### config.mk
export PLATFORM = sky130hd
export DESIGN_NAME = spi_tx_master
export DESIGN_NICKNAME = d
export VERILOG_FILES = /design/src/rtl/spi_tx_master.sv
export SDC_FILE = /design/constraint.sdc
export NUM_CORES = 1
export LEC_CHECK = 0
export CAP_MARGIN = 20
export CORE_AREA = 2 2 139 141
export CTS_CLUSTER_SIZE = 20
export DETAILED_ROUTE_END_ITERATION = 10
export DIE_AREA = 0 0 141 143
export GPL_TIMING_DRIVEN = 0
export SYNTH_ARGS = -nofsm -noshare
export SYNTH_HDL_FRONTEND = slang
export SYNTH_SLANG_ARGS = --single-unit
### constraint.sdc
create_clock -name spi_clk -period 3.4 [get_ports spi_clk]
set_clock_uncertainty 0.15 [all_clocks]
set_input_delay 0.68 -clock spi_clk [delete_from_list [all_inputs] [get_ports spi_clk]]
set_output_delay 0.68 -clock spi_clk [all_outputs]
set_load 0.02 [all_outputs]
### src/rtl/spi_tx_master.sv
// spi_tx_master: SPI mode-0 transmit master with a byte FIFO.
// Bytes pushed on the store path are queued, then shifted out MSB-first
// on spi_mosi with a programmable SCLK rate. spi_miso is captured into
// rx_data for every frame. Back-to-back bytes share one slave-select window.
//
// Ports:
//   spi_clk, rst          block clock (rising edge), async active-high reset
//   wr_en, wr_data        push one byte into the TX FIFO
//   fifo_full, fifo_count FIFO occupancy
//   overflow              sticky, set by a write while the FIFO is full
//   busy                  serializer not idle
//   spi_miso              serial data from slave
//   rx_data, rx_valid     last received byte and its one-cycle update strobe
//   spi_clk_o, spi_ss, spi_mosi  SPI pins (SCLK idles low, SS active low)
module spi_tx_master #(
  parameter int unsigned FIFO_DEPTH = 16,
  parameter int unsigned CLK_DIV    = 2
) (
  input  logic                          spi_clk,
  input  logic                          rst,
  input  logic                          wr_en,
  input  logic [7:0]                    wr_data,
  output logic                          fifo_full,
  output logic [$clog2(FIFO_DEPTH):0]   fifo_count,
  output logic                          overflow,
  output logic                          busy,
  input  logic                          spi_miso,
  output logic [7:0]                    rx_data,
  output logic                          rx_valid,
  output logic                          spi_clk_o,
  output logic                          spi_ss,
  output logic                          spi_mosi
);

  localparam int unsigned PTR_W = $clog2(FIFO_DEPTH);
  localparam int unsigned CNT_W = PTR_W + 1;
  localparam int unsigned DIV_W = (CLK_DIV > 1) ? $clog2(CLK_DIV) : 1;

  localparam logic [1:0] ST_IDLE = 2'd0;
  localparam logic [1:0] ST_LOW  = 2'd1;
  localparam logic [1:0] ST_HIGH = 2'd2;
  localparam logic [1:0] ST_TAIL = 2'd3;

  logic [7:0]       mem_q [FIFO_DEPTH];
  logic [PTR_W-1:0] wr_ptr_q, wr_ptr_d;
  logic [PTR_W-1:0] rd_ptr_q, rd_ptr_d;
  logic [CNT_W-1:0] count_q, count_d;
  logic             full_q, full_d;
  logic             ovf_q, ovf_d;
  logic             busy_q, busy_d;

  logic [1:0]       state_q, state_d;
  logic [DIV_W-1:0] div_q, div_d;
  logic [2:0]       bit_q, bit_d;
  logic [7:0]       tx_sh_q, tx_sh_d;
  logic [7:0]       rx_sh_q, rx_sh_d;
  logic [7:0]       rx_data_q, rx_data_d;
  logic             rx_valid_q, rx_valid_d;
  logic             sclk_q, sclk_d;
  logic             ss_q, ss_d;
  logic             mosi_q, mosi_d;

  logic             push;
  logic             pop;
  logic             fifo_empty;
  logic             half_end;
  logic [7:0]       head;

  assign push       = wr_en && !full_q;
  assign fifo_empty = (count_q == CNT_W'(0));
  assign half_end   = (div_q == DIV_W'(CLK_DIV - 1));
  assign head       = mem_q[rd_ptr_q];

  // FIFO storage; contents need no reset since pointers define validity
  always_ff @(posedge spi_clk) begin
    if (push) begin
      mem_q[wr_ptr_q] <= wr_data;
    end
  end

  // FIFO pointers, occupancy and overflow flag
  always_comb begin
    wr_ptr_d = wr_ptr_q;
    rd_ptr_d = rd_ptr_q;
    count_d  = count_q;
    if (push) begin
      wr_ptr_d = wr_ptr_q + PTR_W'(1);
    end
    if (pop) begin
      rd_ptr_d = rd_ptr_q + PTR_W'(1);
    end
    case ({push, pop})
      2'b10:   count_d = count_q + CNT_W'(1);
      2'b01:   count_d = count_q - CNT_W'(1);
      default: count_d = count_q;
    endcase
    full_d = (count_d == CNT_W'(FIFO_DEPTH));
    // a write while full is dropped even if a pop frees a slot this cycle
    ovf_d  = ovf_q || (wr_en && full_q);
  end

  // Serializer next state and outputs
  always_comb begin
    state_d    = state_q;
    bit_d      = bit_q;
    tx_sh_d    = tx_sh_q;
    rx_sh_d    = rx_sh_q;
    rx_data_d  = rx_data_q;
    rx_valid_d = 1'b0;
    sclk_d     = sclk_q;
    ss_d       = ss_q;
    mosi_d     = mosi_q;
    pop        = 1'b0;
    // half-period timer free-runs outside IDLE and restarts on every boundary
    if (state_q == ST_IDLE) begin
      div_d = DIV_W'(0);
    end else if (half_end) begin
      div_d = DIV_W'(0);
    end else begin
      div_d = div_q + DIV_W'(1);
    end

    case (state_q)
      ST_IDLE: begin
        ss_d   = 1'b1;
        sclk_d = 1'b0;
        if (!fifo_empty) begin
          pop     = 1'b1;
          tx_sh_d = head;
          mosi_d  = head[7];
          ss_d    = 1'b0;
          bit_d   = 3'd0;
          state_d = ST_LOW;
        end
      end
      ST_LOW: begin
        if (half_end) begin
          sclk_d  = 1'b1;
          rx_sh_d = {rx_sh_q[6:0], spi_miso};
          state_d = ST_HIGH;
        end
      end
      ST_HIGH: begin
        if (half_end) begin
          sclk_d = 1'b0;
          if (bit_q == 3'd7) begin
            rx_data_d  = rx_sh_q;
            rx_valid_d = 1'b1;
            state_d    = ST_TAIL;
          end else begin
            tx_sh_d = {tx_sh_q[6:0], 1'b0};
            mosi_d  = tx_sh_q[6];
            bit_d   = bit_q + 3'd1;
            state_d = ST_LOW;
          end
        end
      end
      ST_TAIL: begin
        if (half_end) begin
          // chain the next byte inside the same SS window when one is queued
          if (!fifo_empty) begin
            pop     = 1'b1;
            tx_sh_d = head;
            mosi_d  = head[7];
            bit_d   = 3'd0;
            state_d = ST_LOW;
          end else begin
            ss_d    = 1'b1;
            mosi_d  = 1'b0;
            state_d = ST_IDLE;
          end
        end
      end
      default: state_d = ST_IDLE;
    endcase

    busy_d = (state_d != ST_IDLE);
  end

  // State registers
  always_ff @(posedge spi_clk or posedge rst) begin
    if (rst) begin
      wr_ptr_q   <= '0;
      rd_ptr_q   <= '0;
      count_q    <= '0;
      full_q     <= 1'b0;
      ovf_q      <= 1'b0;
      busy_q     <= 1'b0;
      state_q    <= ST_IDLE;
      div_q      <= '0;
      bit_q      <= 3'd0;
      tx_sh_q    <= 8'd0;
      rx_sh_q    <= 8'd0;
      rx_data_q  <= 8'd0;
      rx_valid_q <= 1'b0;
      sclk_q     <= 1'b0;
      ss_q       <= 1'b1;
      mosi_q     <= 1'b0;
    end else begin
      wr_ptr_q   <= wr_ptr_d;
      rd_ptr_q   <= rd_ptr_d;
      count_q    <= count_d;
      full_q     <= full_d;
      ovf_q      <= ovf_d;
      busy_q     <= busy_d;
      state_q    <= state_d;
      div_q      <= div_d;
      bit_q      <= bit_d;
      tx_sh_q    <= tx_sh_d;
      rx_sh_q    <= rx_sh_d;
      rx_data_q  <= rx_data_d;
      rx_valid_q <= rx_valid_d;
      sclk_q     <= sclk_d;
      ss_q       <= ss_d;
      mosi_q     <= mosi_d;
    end
  end

  assign fifo_full  = full_q;
  assign fifo_count = count_q;
  assign overflow   = ovf_q;
  assign busy       = busy_q;
  assign rx_data    = rx_data_q;
  assign rx_valid   = rx_valid_q;
  assign spi_clk_o  = sclk_q;
  assign spi_ss     = ss_q;
  assign spi_mosi   = mosi_q;

endmodule

==> run summary, run 1 <==
Critical Path Source Type: flip-flop
Reg2Reg Setup Slack: 0.22 ns
Rows: 50
number of buffers created by CTS: 17
die span in y: 143 um
number of warnings printed during yosys synthesis: 0
cell-by-cell listing of the critical path: inv_1 -> ha_1 -> a21oi_2 -> a2111oi_4 -> xor2_1 -> ha_1 -> a21o_1 -> or4_2 -> mux2i_1 -> nor3_1 -> a2111oi_2
final-layout fill cell count: 1581
library cell used as clock root buffer: sky130_fd_sc_hd__clkbuf_16
total power of the final layout: 7580 uW
Min-Delay Path Depth: 1
Synth Flop Type: sky130_fd_sc_hd__edfxtp_1
starting density of the core: 39.7%
number of enable flip-flop cells after synthesis: 128
final global-route overflow total: 0
Mapped Cells: 421
H-tree Lvls: 4
Ports: 32
Antenna Nets Post-Route: 0
transition time of the tightest slew-check pin: 0.779 ns
cell count of the worst reg-to-reg path: 11
wire length per cell: 19.6 um
final setup margin: 0.218 ns
flop and latch count out of synthesis: 177
area delta synth->final: 17.0%
total instance count after detailed placement: 687
total negative slack: 0 ns
area post-placement: 0.00801 sq mm
Die Wd: 141 um
fraction of final layout cells with drive strength greater than 1: 22.8%
area of the die: 0.0202 sq mm
crit path kind: reg -> reg
Final Critical Period: 3.18 ns
storage element area: 0.00507 sq mm
Net Count, Synth: 447
cell area after synthesis: 0.00738 sq mm
final number of setup-violating endpoints: 0
cell area power density: 877 mW/mm^2
post-cts hold buffer count: 0
maximum fanout along the worst path: 6
Achievable Freq: 314 MHz
finished layout cell area: 0.00864 sq mm
worst skew pair latency: 0.44 ns
core region area: 0.0186 sq mm
endpoint kind of the worst setup timing path: flip-flop
number of global-route vias before repair: 3891
antenna violations before repair: 0
Worst Path Arrival: 3.36 ns
share of synthesized flip-flops with an asynchronous set or reset: 27.7%
number of clock sinks: 177
footprint of the multi-input gates: 0.00220 sq mm
global-route wire length before repair: 22.5 mm
final estimated routing congestion in global placement: 0.765
length of the first detailed-routing pass in iterations: 4
path category of the worst min-delay check: reg -> reg
routed vias: 3810
final wirelength: 14.1 mm
max-cap viol count: 0
launch instance of the worst register-to-register path: state_q[1]
sequential share of the synthesized area: 68.7%
run status: finished clean
# port buffers: 31
final number of hold-violating endpoints: 0
endpoint of the most critical register-to-register path: fifo_full
number of DRC markers in iteration 0: 262
cell class contributing the biggest share of worst-path delay: compound AO/OA/AOI/OAI gates
clock tree from TritonCTS: built
data required time of the worst path: 3.57 ns
startpoint of the worst hold path: overflow
commonest cells after routing, fill and taps aside: sky130_fd_sc_hd__edfxtp_1 (128), sky130_fd_sc_hd__dfrtp_1 (48), sky130_fd_sc_hd__mux4_2 (34), sky130_fd_sc_hd__clkdlybuf4s50_1 (31), sky130_fd_sc_hd__mux2_2 (26)
setup slack after placement: -0.336 ns
global routing usage summed across all routing layers: 15.4%
crit-path max cell delay: 0.54 ns
DP Wirelength: 9.41 mm
commonest non-fill, non-tap cell in the layout: sky130_fd_sc_hd__edfxtp_1
remaining design rule violation count: 0
cell type of the slowest stage on the worst timing path: sky130_fd_sc_hd__or4_2
Finished Layout Cells: 720
normalized max-slew margin: 48.1%
final count of pins violating max slew: 0
mean area per synthesized cell: 17.5 sq um
most frequent CP cell: sky130_fd_sc_hd__ha_1
count of cell types in the netlist: 49
total buffers and inverters traversed by the critical path: 1
worst voltage drop across the vdd grid: 0.440 mV
buffers from clock root to sink, at most: 2
terminating pin of the worst hold path: overflow
Final nets: 499
fin crit share: 93.6%
pin count of the biggest net entering global routing: 31
Clk pin slew, worst setup/hold paths: 0.06 ns
static leakage: 0.00308 uW
antenna diode count: 0
per-cell via count in the routed design: 5.29
==> sequential cells by signal, indices dropped and copies added (netlist names) <==
register and flops:
mem_q 128, rx_data 8, rx_sh_q 8, tx_sh_q 7, fifo_count 5, rd_ptr_q 4, wr_ptr_q 4, bit_q 3
state_q 2, busy 1, div_q 1, fifo_full 1, overflow 1, rx_valid 1, spi_clk_o 1, spi_mosi 1
spi_ss 1
==> metrics by stage <==
| stage | util [%] | hold WS, ns |
|---|---|---|
| after detailed placement | 43.1 | 0.302 |
| after CTS | 46.4 | 0.317 |
| final | 46.5 | 0.308 |
| after global routing | 46.5 | 0.332 |
| after floorplan | - | 0.299 |
| after global placement | 43.0 | 0.288 |
==> power breakdown <==
group | switching (uW) | internal [uW]
registers | 254 | 2730
logic | 1420 | 1250
clock network | 886 | 1050
==> metal layers <==
layer,vias to the layer above,part of all wire (%),track usage [%]
met1,1951,44,21.0
met4,0,1.2,4.74
met2,88,49,24.7
li1,1757,-,-
met3,14,5.4,3.59
met5,-,0,0
==> Yosys cell counts, drive strengths merged (2+ instances only) <==
library cell | n | area [sq um]
nand2 | 16 | 60.1
edfxtp | 128 | 3840
nor3b | 2 | 15.0
a21oi | 21 | 105
o21ai | 8 | 40.0
xor2 | 3 | 26.3
nor2 | 9 | 33.8
a22o | 2 | 17.5
a32o | 3 | 30.0
o22a | 2 | 17.5
buf | 6 | 27.5
nor3 | 4 | 20.0
inv | 12 | 45.0
and2 | 18 | 113
dfrtp | 48 | 1200
o31ai | 7 | 52.6
ha | 14 | 175
nand2b | 2 | 12.5
a2111oi | 2 | 42.5
xnor2 | 7 | 61.3
mux2 | 26 | 293
nor2b | 4 | 25.0
mux2i | 10 | 100
clkbuf | 11 | 61.3
a21o | 3 | 22.5
mux4 | 34 | 766
==> kinds of logic (layout without fill, tap and decap cells) <==
family | Yosys count | count (layout) | share of synthesized area [%]
compound gates | 56 | 56 | 5.41
xor+xnor | 10 | 10 | 1.19
fa+ha+maj | 14 | 14 | 2.37
buf+inv | 29 | 94 | 1.81
flops | 177 | 177 | 68.7
mux | 70 | 70 | 15.7
simple gates | 65 | 65 | 4.86
==> worst reg2reg max path, stage by stage, from the launching register on <==
cell                        delay, ns
sky130_fd_sc_hd__dfrtp_1         0.43
sky130_fd_sc_hd__inv_1           0.13
sky130_fd_sc_hd__ha_1            0.31
sky130_fd_sc_hd__a21oi_2         0.12
sky130_fd_sc_hd__a2111oi_4       0.41
sky130_fd_sc_hd__xor2_1          0.11
sky130_fd_sc_hd__ha_1            0.20
sky130_fd_sc_hd__a21o_1          0.18
sky130_fd_sc_hd__or4_2           0.54
sky130_fd_sc_hd__mux2i_1         0.20
sky130_fd_sc_hd__nor3_1          0.10
sky130_fd_sc_hd__a2111oi_2       0.20
==> worst max-delay path by stage <==
stage          cells after the start        end  slack [ns]           from
2_1_floorplan                     11  fifo_full        0.07  fifo_count[1]
3_3_place_gp                      11  fifo_full       -0.31          wr_en
3_5_place_dp                      11  fifo_full       -0.34          wr_en
4_1_cts                           11  fifo_full        0.04     state_q[1]
5_1_grt                           11  fifo_full      -0.008     state_q[1]
6_report                          11  fifo_full        0.22     state_q[1]
==> timing repair <==
item | CTS | global route
cloned | 0 | 0
setup endpoints to repair | 2 | 2
resized for setup | 2 | 3
setup buffers | 0 | 2
pin swaps | 1 | 1
==> final cells by class <==
type,count,area share [%]
buffer,16,0.984
clock buffer,17,4.92
clock inverter,15,2.01
inverter,12,0.521
multi-input combinational,215,25.5
sequential,177,58.7
tap,234,3.39
timing repair buffer,34,4.00
(Power assumes the default switching activity.)
==> run 2, diff against run 1 <==
--- a/config.mk
+++ b/config.mk
@@ -6,10 +6,10 @@
 export NUM_CORES = 1
 export LEC_CHECK = 0
 export CAP_MARGIN = 20
-export CORE_AREA = 2 2 139 141
+export CORE_AREA = 2 2 160 162
 export CTS_CLUSTER_SIZE = 20
 export DETAILED_ROUTE_END_ITERATION = 10
-export DIE_AREA = 0 0 141 143
+export DIE_AREA = 0 0 162 164
 export GPL_TIMING_DRIVEN = 0
 export SYNTH_ARGS = -nofsm -noshare
 export SYNTH_HDL_FRONTEND = slang
==> run summary, run 2 (synthesized netlist as in run 1, its figures left out) <==
crit path kind: reg -> reg
Finished Layout Cells: 817 (+13%)
total instance count after detailed placement: 783 (+14%)
number of clock sinks: 177 (unchanged)
worst voltage drop across the vdd grid: 0.378 mV (-14%)
wire length per cell: 18.0 um (-8.2%)
Final nets: 500 (+0.20%)
antenna diode count: 0 (unchanged)
crit-path max cell delay: 0.53 ns (about the same)
remaining design rule violation count: 0 (unchanged)
register with the highest flop count: mem_q
starting density of the core: 29.8% (-10 points)
setup repair after global routing missed its margin: no
static leakage: 0.00306 uW (-0.69%)
length of the first detailed-routing pass in iterations: 4 (unchanged)
Die Wd: 162 um (+15%)
final estimated routing congestion in global placement: 0.764 (about the same)
cell type of the slowest stage on the worst timing path: sky130_fd_sc_hd__or4_2
commonest non-fill, non-tap cell in the layout: sky130_fd_sc_hd__edfxtp_1
final wirelength: 14.7 mm (+4.1%)
routed vias: 3866 (+1.5%)
Critical Path Source Type: flip-flop
final-layout fill cell count: 2350 (+49%)
worst skew pair latency: 0.42 ns (-0.02 ns)
busiest grt layer: met2
per-cell via count in the routed design: 4.73 (-11%)
max-cap viol count: 0 (unchanged)
fraction of final layout cells with drive strength greater than 1: 22.4% (-0.46 points)
met1 demand-to-capacity share in global routing: 14.7% (-6.3 points)
global routing usage summed across all routing layers: 11.7% (-3.7 points)
fin crit share: 94.5% (+0.95 points)
normalized max-slew margin: 43.3% (-4.8 points)
final global-route overflow total: 0 (unchanged)
area of the die: 0.0266 sq mm (+32%)
DP Wirelength: 9.81 mm (+4.2%)
number of DRC markers in iteration 0: 308 (+18%)
setup slack after placement: -0.356 ns (-0.0193 ns)
Clk pin slew, worst setup/hold paths: 0.06 ns (about the same)
final number of setup-violating endpoints: 0 (unchanged)
data required time of the worst path: 3.56 ns (about the same)
path category of the worst min-delay check: reg -> reg
run status: finished clean
final count of pins violating max slew: 0 (unchanged)
antenna violations before repair: 0 (unchanged)
cell-by-cell listing of the critical path: inv_1 -> ha_2 -> a21oi_1 -> a2111oi_4 -> xor2_1 -> ha_1 -> a21o_1 -> or4_2 -> mux2i_1 -> nor3_1 -> a2111oi_2
post-cts hold buffer count: 0 (unchanged)
pin count of the biggest net entering global routing: 43 (+39%)
endpoint kind of the worst setup timing path: flip-flop
number of buffers created by CTS: 17 (unchanged)
cell area power density: 865 mW/mm^2 (-1.4%)
number of global-route vias before repair: 4035 (+3.7%)
final number of hold-violating endpoints: 0 (unchanged)
core region area: 0.0248 sq mm (+34%)
Finished Core Util: 35.2% (-11 points)
maximum fanout along the worst path: 6 (unchanged)
Worst Path Arrival: 3.37 ns (about the same)
met3 track utilization from global routing: 3.38% (-0.20 points)
global-route wire length before repair: 23.1 mm (+2.4%)
total power of the final layout: 7550 uW (-0.43%)
Ports: 32 (unchanged)
clock tree from TritonCTS: built
flip-flop count of the largest register, all copies and words added: 128 (unchanged)
met2 capacity usage during global routing: 19.9% (-4.8 points)
cell class contributing the biggest share of worst-path delay: compound AO/OA/AOI/OAI gates
transition time of the tightest slew-check pin: 0.851 ns (+0.0718 ns)
buffers from clock root to sink, at most: 2 (unchanged)
die span in y: 164 um (+15%)
Achievable Freq: 311 MHz (-1.0%)
final setup margin: 0.186 ns (-0.0323 ns)
# port buffers: 31 (unchanged)
H-tree Lvls: 4 (unchanged)
commonest cells after routing, fill and taps aside: sky130_fd_sc_hd__edfxtp_1 (128), sky130_fd_sc_hd__dfrtp_1 (48), sky130_fd_sc_hd__mux4_2 (34), sky130_fd_sc_hd__clkdlybuf4s50_1 (31), sky130_fd_sc_hd__mux2_2 (26)
area delta synth->final: 18.2%
total buffers and inverters traversed by the critical path: 1 (unchanged)
Rows: 58 (+16%)
Antenna Nets Post-Route: 0 (unchanged)
library cell used as clock root buffer: sky130_fd_sc_hd__clkbuf_16
Final Critical Period: 3.21 ns (+0.0323 ns)
[run 2: layer usage]
layer	up-vias	share of wire, %
li1	1757	-
met1	2025	44
met2	71	51
met3	13	3.7
met4	0	1.1
met5	-	0
[run 2: final cells by class]
cell class | instances | area (sq um) | share of cell area, %
Tap cell | 330 | 413 | 4.73
Timing Repair Buffer | 35 | 353 | 4.04
Inverter | 12 | 45.0 | 0.516
Buffer | 16 | 85.1 | 0.975
Multi-Input combinational cell | 215 | 2200 | 25.2
Sequential cell | 177 | 5070 | 58.1
Clock buffer | 21 | 440 | 5.05
Clock inverter | 11 | 125 | 1.43
[run 2: path summary, 6_finish.rpt]
check / start / end / slack [ns] / depth (start not counted)
worst min register to register: overflow / overflow / 0.31 / 1
worst max register to register: state_q[1] / fifo_full / 0.19 / 11
worst max-delay path: state_q[1] / fifo_full / 0.19 / 11
max in group asynchronous: rst / spi_ss / 2.25 / 3
min in group asynchronous: rst / fifo_count[1] / 0.33 / 2
worst min-delay path: overflow / overflow / 0.31 / 1
[run 2: worst register-to-register path: cells and delay by family (launching register included)]
kind,cells,cell delay [ns]
simple gates,2,0.63
xor+xnor,1,0.12
flops,1,0.43
mux,1,0.20
buf+inv,1,0.14
fa+ha+maj,2,0.47
compound gates,4,0.98
[run 2: what timing repair did]
item                                    in CTS  in global routing
endpoints found under the setup margin       2                  2
resized for setup                            2                  2
buffers inserted                             0                  3
gates cloned                                 0                  0
pin swaps                                    1                  1
[run 2: power by group]
group | total [uW] | switching [uW] | internal [uW] | leakage, uW
clock | 1870 | 837 | 1030 | 0.000262
sequential | 2980 | 250 | 2730 | 0.00177
combinational | 2700 | 1450 | 1250 | 0.00103
total | 7550 | 2540 | 5010 | 0.00306
[run 2: through the flow]
stage | hold WS (ns) | cell area [sq um] | TNS (ns)
floorplan | 0.299 | 7380 | 0
global placement | 0.290 | 8110 | -0.545
detailed placement | 0.296 | 8130 | -0.651
CTS | 0.311 | 8700 | 0
global route | 0.327 | 8730 | 0
finish | 0.308 | 8730 | 0
==> run 3, diff against run 2 <==
--- a/config.mk
+++ b/config.mk
@@ -7,6 +7,8 @@
 export LEC_CHECK = 0
 export CAP_MARGIN = 20
 export CORE_AREA = 2 2 160 162
+export CTS_BUF_LIST = sky130_fd_sc_hd__clkbuf_8
+export CTS_CLUSTER_DIAMETER = 40
 export CTS_CLUSTER_SIZE = 20
 export DETAILED_ROUTE_END_ITERATION = 10
 export DIE_AREA = 0 0 162 164
==> constraint.sdc (replaced) <==
create_clock -name spi_clk -period 2.7 [get_ports spi_clk]
set_clock_uncertainty 0.15 [all_clocks]
set_input_delay 0.54 -clock spi_clk [delete_from_list [all_inputs] [get_ports spi_clk]]
set_output_delay 0.54 -clock spi_clk [all_outputs]
set_load 0.02 [all_outputs]
==> run summary, run 3 (synthesized netlist as in run 1, its figures left out) <==
Antenna Nets Post-Route: 0 (unchanged)
commonest cells after routing, fill and taps aside: sky130_fd_sc_hd__edfxtp_1 (128), sky130_fd_sc_hd__dfrtp_1 (43), sky130_fd_sc_hd__mux4_2 (34), sky130_fd_sc_hd__clkdlybuf4s50_1 (31), sky130_fd_sc_hd__buf_4 (29)
per-cell via count in the routed design: 4.62 (-2.4%)
number of global-route vias before repair: 4033 (-0.050%)
register with the highest flop count: mem_q
max-cap viol count: 0 (unchanged)
setup repair after global routing missed its margin: yes
setup slack after placement: -0.912 ns (-0.557 ns)
library cell used as clock root buffer: sky130_fd_sc_hd__clkbuf_8
Final nets: 524 (+4.8%)
starting density of the core: 29.8% (unchanged)
sw power: 3280 uW (+29%)
cell area power density: 1060 mW/mm^2 (+22%)
commonest non-fill, non-tap cell in the layout: sky130_fd_sc_hd__edfxtp_1
fraction of final layout cells with drive strength greater than 1: 30.1% (+7.8 points)
cell-by-cell listing of the critical path: inv_2 -> ha_4 -> a2111oi_4 -> xor2_1 -> ha_2 -> a21o_1 -> or4_4 -> mux2i_4 -> nor3_4 -> a2111oi_2
final number of setup-violating endpoints: 2 (+2)
Finished Layout Cells: 841 (+2.9%)
crit-path max cell delay: 0.44 ns (-0.09 ns)
number of clock sinks: 177 (unchanged)
Clk pin slew, worst setup/hold paths: 0.10 ns (+0.04 ns)
remaining design rule violation count: 0 (unchanged)
static leakage: 0.00314 uW (+2.5%)
core region area: 0.0248 sq mm (unchanged)
Die Wd: 162 um (unchanged)
H-tree Lvls: 4 (unchanged)
worst skew pair latency: 0.45 ns (+0.03 ns)
total negative slack: -0.270 ns (-0.270 ns)
DP Wirelength: 9.47 mm (-3.4%)
crit path kind: reg -> reg
final setup margin: -0.153 ns (-0.338 ns)
area delta synth->final: 20.2%
final number of hold-violating endpoints: 0 (unchanged)
total internal power: 6110 uW (+22%)
switch share: 34.9% (+1.3 points)
Clock power frac: 19.5% (-5.3 points)
number of DRC markers in iteration 0: 299 (-2.9%)
routed vias: 3885 (+0.49%)
post-cts hold buffer count: 0 (unchanged)
number of buffers created by CTS: 17 (unchanged)
wire length per cell: 17.2 um (-4.4%)
final count of pins violating max slew: 0 (unchanged)
# port buffers: 31 (unchanged)
data required time of the worst path: 2.90 ns (-0.66 ns)
fin crit share: 106% (+11 points)
Achievable Freq: 351 MHz (+13%)
total instance count after detailed placement: 783 (unchanged)
clock tree from TritonCTS: built
total buffers and inverters traversed by the critical path: 1 (unchanged)
cell class contributing the biggest share of worst-path delay: compound AO/OA/AOI/OAI gates
normalized max-slew margin: 48.1% (+4.8 points)
transition time of the tightest slew-check pin: 0.772 ns (-0.0783 ns)
pin count of the biggest net entering global routing: 43 (unchanged)
flip-flop count of the largest register, all copies and words added: 128 (unchanged)
buffers from clock root to sink, at most: 2 (unchanged)
Ports: 32 (unchanged)
antenna diode count: 0 (unchanged)
global-route wire length before repair: 22.6 mm (-2.2%)
violated checks: negative setup slack
final global-route overflow total: 0 (unchanged)
path category of the worst min-delay check: in -> async
combinational share of power: 40.3% (+4.5 points)
antenna violations before repair: 0 (unchanged)
area of the die: 0.0266 sq mm (unchanged)
die span in y: 164 um (unchanged)
Rows: 58 (unchanged)
final estimated routing congestion in global placement: 0.748 (-2.1%)
endpoint kind of the worst setup timing path: flip-flop
length of the first detailed-routing pass in iterations: 4 (unchanged)
Finished Core Util: 35.8% (+0.58 points)
cell type of the slowest stage on the worst timing path: sky130_fd_sc_hd__dfrtp_2
final-layout fill cell count: 2337 (-0.55%)
run status: complete, but fails checks
global routing usage summed across all routing layers: 11.4% (-0.24 points)
maximum fanout along the worst path: 5 (-1)
Worst Path Arrival: 3.05 ns (-0.32 ns)
worst voltage drop across the vdd grid: 0.515 mV (+36%)
final wirelength: 14.5 mm (-1.6%)
Critical Path Source Type: flip-flop
Reg power frac: 40.2% (+0.8 points)
Final Critical Period: 2.85 ns (-0.362 ns)
==> run 3: what timing repair did <==
item / in CTS / in global routing
endpoints found under the hold margin: 0 / 0
pin swaps: 10 / 6
endpoints found under the setup margin: 9 / 7
setup buffers: 14 / 14
cloned: 0 / 0
gates resized for setup: 18 / 5
==> run 3: final cells by class <==
cell class                 count  area, sq um  area share [%]
buffer                        15         96.3            1.09
timing repair buffer          60          544            6.13
multi-input combinational    215         2290            25.8
inverter                      12         45.0           0.508
sequential                   177         5080            57.2
tap                          330          413            4.65
clock inverter                15          173            1.95
clock buffer                  17          234            2.64
==> run 3: power by group through the flow <==
stage          Combinational [uW]  Clock [uW]  Sequential, uW
2_1_floorplan                2410           0            3820
3_3_place_gp                 3310           0            3780
3_5_place_dp                 3410           0            3820
4_1_cts                      3650        1880            3800
5_1_grt                      4130        1980            3840
6_report                     3790        1830            3770
==> run 3: worst paths after layout <==
kind	from	to	slack [ns]	depth (start not counted)
max in group asynchronous	rst	spi_ss	1.72	3
min reg2reg	overflow	overflow	0.32	1
min in group spi_clk	overflow	overflow	0.32	1
min	rst	fifo_count[0]	0.16	2
max reg2reg	state_q[1]	fifo_full	-0.15	10
max	state_q[1]	fifo_full	-0.15	10
==> run 3: worst register-to-register path, cell delays in order (launching register included) <==
cell	delay, ns
sky130_fd_sc_hd__dfrtp_2	0.44
sky130_fd_sc_hd__inv_2	0.09
sky130_fd_sc_hd__ha_4	0.22
sky130_fd_sc_hd__a2111oi_4	0.39
sky130_fd_sc_hd__xor2_1	0.12
sky130_fd_sc_hd__ha_2	0.18
sky130_fd_sc_hd__a21o_1	0.18
sky130_fd_sc_hd__or4_4	0.43
sky130_fd_sc_hd__mux2i_4	0.20
sky130_fd_sc_hd__nor3_4	0.06
sky130_fd_sc_hd__a2111oi_2	0.28
==> run 3: layer usage <==
| metal | wire length, um | global-route usage (%) | vias up |
|---|---|---|---|
| li1 | - | - | 1795 |
| met1 | 6450 | 14.9 | 2014 |
| met2 | 7310 | 19.1 | 66 |
| met3 | 588 | 2.85 | 10 |
| met4 | 119 | 3.02 | 0 |
| met5 | 0 | 0 | - |
==> run 3: per-stage QoR <==
| step | hold slack (ns) | total power (uW) | instance area [sq um] |
|---|---|---|---|
| floorplan | 0.299 | 6230 | 7440 |
| global placement | 0.290 | 7090 | 8160 |
| detailed placement | 0.296 | 7230 | 8180 |
| CTS | 0.131 | 9330 | 8770 |
| global route | 0.147 | 9950 | 8870 |
| finish | 0.157 | 9390 | 8870 |
